`src/rtl/button_event_arbiter.sv`:
```
// Turns debounced button levels into discrete move events: edge detect, per-button pending
// latch, round-robin arbitration, small event FIFO and optional auto-repeat of a lone held button.
module button_event_arbiter #(
  parameter int FIFO_DEPTH  = 4,
  parameter int HOLD_CYCLES = 25000000,
  parameter int REPEAT_EN   = 1
) (
  input  logic       clk,
  input  logic       reset,
  input  logic [3:0] btn_level,
  input  logic       evt_ready,
  output logic       evt_valid,
  output logic [1:0] evt_code,
  output logic [7:0] drop_cnt,
  output logic       busy
);

  localparam int AW = $clog2(FIFO_DEPTH);

  logic [3:0]    r_prev_lvl;
  logic [3:0]    r_pending;
  logic [1:0]    r_rr_ptr;
  logic [AW-1:0] r_rd_ptr;
  logic [AW-1:0] r_wr_ptr;
  logic [AW:0]   r_count;
  logic [31:0]   r_rpt_cnt;
  logic [7:0]    r_drop_cnt;
  logic [1:0]    r_evt_code;
  logic [1:0]    r_mem [FIFO_DEPTH];

  logic [3:0]    w_rise;
  logic          w_onehot;
  logic          w_hold;
  logic          w_rpt_tick;
  logic [3:0]    w_set;
  logic [3:0]    w_grant_vec;
  logic [3:0]    w_drop_vec;
  logic [3:0]    w_pending_next;
  logic          w_grant_vld;
  logic [1:0]    w_grant_idx;
  logic          w_pop;
  logic          w_push_ok;
  logic          w_push;
  logic [AW-1:0] w_rd_next;
  logic [AW:0]   w_count_next;
  logic [8:0]    w_drop_sum;

  assign w_rise   = btn_level & ~r_prev_lvl;
  assign w_onehot = (btn_level != 4'd0) && ((btn_level & (btn_level - 4'd1)) == 4'd0);
  assign w_hold   = (REPEAT_EN != 0) && w_onehot && (btn_level == r_prev_lvl);
  assign w_rpt_tick = w_hold && (r_rpt_cnt == 32'(HOLD_CYCLES - 1));
  assign w_set    = w_rise | (w_rpt_tick ? btn_level : 4'd0);

  // First pending bit at or after rr_ptr, scanning downward so the smallest offset wins.
  always_comb begin
    logic [1:0] w_idx;
    w_grant_vld = 1'b0;
    w_grant_idx = 2'd0;
    for (int k = 3; k >= 0; k--) begin
      w_idx = r_rr_ptr + 2'(k);
      if (r_pending[w_idx]) begin
        w_grant_vld = 1'b1;
        w_grant_idx = w_idx;
      end
    end
  end

  assign evt_valid = (r_count != '0);
  assign w_pop     = evt_valid && evt_ready;
  assign w_push_ok = (r_count < (AW+1)'(FIFO_DEPTH)) || w_pop;
  assign w_push    = w_grant_vld && w_push_ok;

  genvar gi;
  generate
    for (gi = 0; gi < 4; gi++) begin : g_bit
      assign w_grant_vec[gi]    = w_push && (w_grant_idx == 2'(gi));
      assign w_drop_vec[gi]     = w_set[gi] && r_pending[gi] && !w_grant_vec[gi];
      assign w_pending_next[gi] = (r_pending[gi] && !w_grant_vec[gi]) || w_set[gi];
    end
  endgenerate

  assign w_drop_sum = 9'(r_drop_cnt) + 9'(w_drop_vec[0]) + 9'(w_drop_vec[1])
                    + 9'(w_drop_vec[2]) + 9'(w_drop_vec[3]);

  assign w_rd_next    = w_pop ? r_rd_ptr + AW'(1) : r_rd_ptr;
  assign w_count_next = r_count + (AW+1)'(w_push) - (AW+1)'(w_pop);

  always_ff @(posedge clk) begin
    if (reset) begin
      r_prev_lvl <= 4'd0;
      r_pending  <= 4'd0;
      r_rr_ptr   <= 2'd0;
      r_rd_ptr   <= '0;
      r_wr_ptr   <= '0;
      r_count    <= '0;
      r_rpt_cnt  <= 32'd0;
      r_drop_cnt <= 8'd0;
      r_evt_code <= 2'd0;
    end else begin
      r_prev_lvl <= btn_level;
      r_pending  <= w_pending_next;
      r_drop_cnt <= (w_drop_sum > 9'd255) ? 8'd255 : w_drop_sum[7:0];
      if (w_hold && !w_rpt_tick) begin
        r_rpt_cnt <= r_rpt_cnt + 32'd1;
      end else begin
        r_rpt_cnt <= 32'd0;
      end
      if (w_push) begin
        r_rr_ptr <= w_grant_idx + 2'd1;
        r_wr_ptr <= r_wr_ptr + AW'(1);
      end
      r_rd_ptr <= w_rd_next;
      r_count  <= w_count_next;
      // Head register: a slot being written this cycle is not yet in the array.
      if (w_count_next != '0) begin
        if (w_push && (w_rd_next == r_wr_ptr)) begin
          r_evt_code <= w_grant_idx;
        end else begin
          r_evt_code <= r_mem[w_rd_next];
        end
      end
    end
  end

  always_ff @(posedge clk) begin
    if (w_push) begin
      r_mem[r_wr_ptr] <= w_grant_idx;
    end
  end

  assign evt_code = r_evt_code;
  assign drop_cnt = r_drop_cnt;
  assign busy     = (r_pending != 4'd0) || (r_count != '0);

endmodule

```
`config.mk`:
```
export PLATFORM = sky130hd
export DESIGN_NAME = button_event_arbiter
export DESIGN_NICKNAME = d
export VERILOG_FILES = /design/src/rtl/button_event_arbiter.sv
export SDC_FILE = /design/constraint.sdc
export NUM_CORES = 1
export LEC_CHECK = 0
export ABC_AREA = 1
export CORE_UTILIZATION = 60
export DETAILED_ROUTE_END_ITERATION = 10
export GPL_TIMING_DRIVEN = 0
export PLACE_DENSITY = 0.82
export SYNTH_ARGS = -nofsm -noshare
export SYNTH_HDL_FRONTEND = slang
export SYNTH_SLANG_ARGS = --single-unit
export TNS_END_PERCENT = 10
```
`constraint.sdc`:
```
create_clock -name clk -period 5.1 [get_ports clk]
set_clock_uncertainty 0.15 [all_clocks]
set_input_delay 0.765 -clock clk [delete_from_list [all_inputs] [get_ports clk]]
set_output_delay 0.765 -clock clk [all_outputs]
set_load 0.005 [all_outputs]
```
==> run summary <==
Net Switching - 0.584 mW
Min-delay worst type - flip-flop to flip-flop
Post-synthesis mux area share - 0%
Dpl ws - -0.00368 ns
CP Max Fanout - 6
Final Net Count - 588
PD cells - 399 nW/um^2
Min Hold Slack - 0.294 ns
Setup CP Type - primary input to flip-flop
F_max - 216 MHz
Main combinational cell family by area after synthesis - simple AND/OR/NAND/NOR gates
Min-Delay Path Depth - 2
Status - finished clean
Worst reg2reg path depth - 23
Ys Warns - 0
Required @ worst endpoint - 5.20 ns
Die width - 80.8 um
Layout cells sized above 1 - 7.07%
RD Place Congestion - 0.897
DRT antenna net count - 0
Fin util - 70.8%
Post-Synth Simple-Gate Area - 35.4%
Area Overhead vs Synth - 13.1%
Yosys reg bits - 67
Starting Density - 62.6%
Pleak - 1.79 nW
Antenna Cells - 0
Setup_tns - 0 ns
Complex-gate fraction of the synthesized area - 5.64%
Worst skew pair latency - 0.35 ns
TritonCTS Sinks - 67
Longest Clk Path Bufs - 2
Main synth FF type - dfxtp_1
Logic pwr share - 33.2%
Final hold vios - 0
DR DRC count - 0
Port Buffer Count - 18
Post-route minimum period - 4.62 ns
First-pass GRT wire length - 12.7 mm
H-tree depth - 3
Ys async rst share - 0%
Max-Cap Viols - 0
Final HPWL DP - 5.66 mm
Total Wirelength - 7.39 mm
Placeable Area - 5960 um^2
Synth Area in XOR/XNOR - 3.05%
Synth cell types - 33
Number of antenna violations at the first check in global routing - 0
DR vias/cell - 5.13
DR iter-0 viols - 188
Total global-route track usage - 25.5%
Worst setup EP type - flip-flop
Vias in the first global route - 3039
Die Area - 6530 um^2
Final setup fails - 0
Share of power burned in registers - 38.8%
Max VDD drop - 0.283 mV
Pwr Total - 1.68 mW
Die height - 80.8 um
Largest net degree at the start of global routing - 12
WP data arrival - 4.72 ns
Final Max Tran Viols - 0
Clk root buf - clkbuf_8
Gr ovfl total - 0
Crit start category - primary input
1st-pass router iterations - 4
Mapped Nets - 559
TritonCTS buffer count - 9
Headroom to the max-slew limit - 58.6%
CTS tree - built
Post-CTS Setup Bufs - 0
Num rows - 28
Period utilisation layout - 90.6%
Final WS setup - 0.478 ns
Post-synthesis area per instance - 7.01 um^2
Routed len/inst - 11.5 um
Post-synthesis adder-cell area fraction - 7.52%
I/O Pins - 19
Worst-margin pin slew - 0.620 ns
RSZ-0062 raised after global routing - no
Post-synthesis sequential area ratio - 38.1%
Vias after detailed routing - 3290
Syn Std Cell Area - 3730 um^2
EDFF count, synth - 8
Clk pin slew, worst setup/hold paths - 0.07 ns
Pint - 1.10 mW
Clock power share - 27.9%
Net Sw Frac - 34.7%
Synthesized instance count - 532
layer usage:
layer | share of wire, % | wire length [um] | track usage, %
met1 | 44 | 3250 | 28.5
met2 | 50 | 3710 | 45.0
met3 | 3.6 | 265 | 6.52
met4 | 2.2 | 165 | 11.8
met5 | 0 | 0 | 0
cell type report:
cell class	count	area, um^2
Multi-Input combinational cell	364	1930
Fill cell	483	1740
Sequential cell	67	1420
Inverter	95	357
Timing Repair Buffer	18	180
Clock buffer	11	131
Tap cell	75	93.8
Clock inverter	5	77.6
Buffer	6	26.3
final timing paths:
path	startpoint	to	slack, ns
worst min-delay path	r_rpt_cnt[21]	r_rpt_cnt[21]	0.29
worst min register to register	r_rpt_cnt[21]	r_rpt_cnt[21]	0.29
worst max-delay path	btn_level[0]	drop_cnt[3]	0.48
worst max register to register	r_rr_ptr[0]	drop_cnt[3]	0.62
per-stage QoR:
step	std cells	instance area, um^2
3_3_place_gp	625	4000
3_5_place_dp	625	4000
4_1_cts	641	4210
2_1_floorplan	532	3730
6_report	641	4220
5_1_grt	641	4220
cell usage after synthesis, types with 2 or more instances:
cell | number | share of area [%]
a31oi_1 | 2 | 0.34
fa_1 | 4 | 2.1
nand3b_1 | 4 | 0.81
nand3_2 | 4 | 1.1
clkbuf_1 | 2 | 0.20
nor4_1 | 2 | 0.34
inv_1 | 94 | 9.5
a21oi_1 | 23 | 3.1
nand2_2 | 5 | 0.84
buf_2 | 3 | 0.40
nor3_1 | 22 | 3.0
nor3b_1 | 5 | 1.0
dfxtp_1 | 59 | 32
nand3_1 | 38 | 5.1
nor2_4 | 4 | 1.2
o21ai_0 | 11 | 1.5
nor2_1 | 62 | 6.2
nor2_2 | 4 | 0.67
xnor2_1 | 7 | 1.6
nand4_1 | 6 | 1.0
edfxtp_1 | 8 | 6.4
xor2_1 | 6 | 1.4
nand2_1 | 132 | 13
ha_1 | 16 | 5.4
power by group through the flow:
| stage | Sequential (mW) | Combinational, mW | Clock, mW |
|---|---|---|---|
| 4_1_cts | 0.655 | 0.562 | 0.480 |
| 6_report | 0.654 | 0.560 | 0.470 |
| 2_1_floorplan | 0.657 | 0.406 | 0 |
| 5_1_grt | 0.662 | 0.650 | 0.498 |
| 3_3_place_gp | 0.662 | 0.533 | 0 |
| 3_5_place_dp | 0.666 | 0.558 | 0 |
registers in the layout, summed over array words and instances (netlist names):
register	flops
r_rpt_cnt	32
drop_cnt	8
r_mem	8
r_pending	4
r_prev_lvl	4
r_count	3
evt_code	2
r_rd_ptr	2
r_rr_ptr	2
r_wr_ptr	2
cell usage in the layout (no fill, tap or decap), types with 2 or more instances in the layout:
cell             count
nor4_1               2
dfxtp_1             59
xnor2_1              7
nor2_4               4
clkdlybuf4s50_1     18
clkinv_2             2
fa_1                 4
a31oi_1              2
nor3b_1              5
nand3_2              4
o21ai_0             11
ha_1                16
bufinv_16            2
nor2_1              61
nand4_1              6
a21oi_1             23
nand2_1            131
inv_1               94
buf_2                3
nor3_1              22
nand3_1             38
xor2_1               6
edfxtp_1             8
clkbuf_8             9
nand2_2              6
nand3b_1             4
nor2_2               5
clkbuf_1             4
logic make-up after synthesis:
| logic type | Yosys count |
|---|---|
| and+or+nand+nor | 291 |
| buffers and inverters | 101 |
| DFF | 67 |
| AOI/OAI and AO/OA | 40 |
| adders and majority gates | 20 |
| xor gates and xnor gates | 13 |
what timing repair did:
item / CTS / global route
resized for setup: 0 / 2
setup endpoints to repair: 0 / 1
hold buffers: 0 / 0
critical path, cell delays in order:
cell and delay [ns]:
clkdlybuf4s50_1 0.52, ha_1 0.35, nand4_1 0.09, nand3b_1 0.16, nor2_1 0.16, inv_1 0.07, nor2_2 0.19, nand2_1 0.09
nand2_1 0.07, nand3_1 0.09, fa_1 0.51, inv_1 0.06, fa_1 0.47, fa_1 0.42, nand2_1 0.08, nor2_1 0.05
nand3_1 0.14, nor2_1 0.07, nand2_2 0.12, nand2_1 0.06, o21ai_0 0.15, inv_1 0.05
Power figures use the tool's default switching activity.
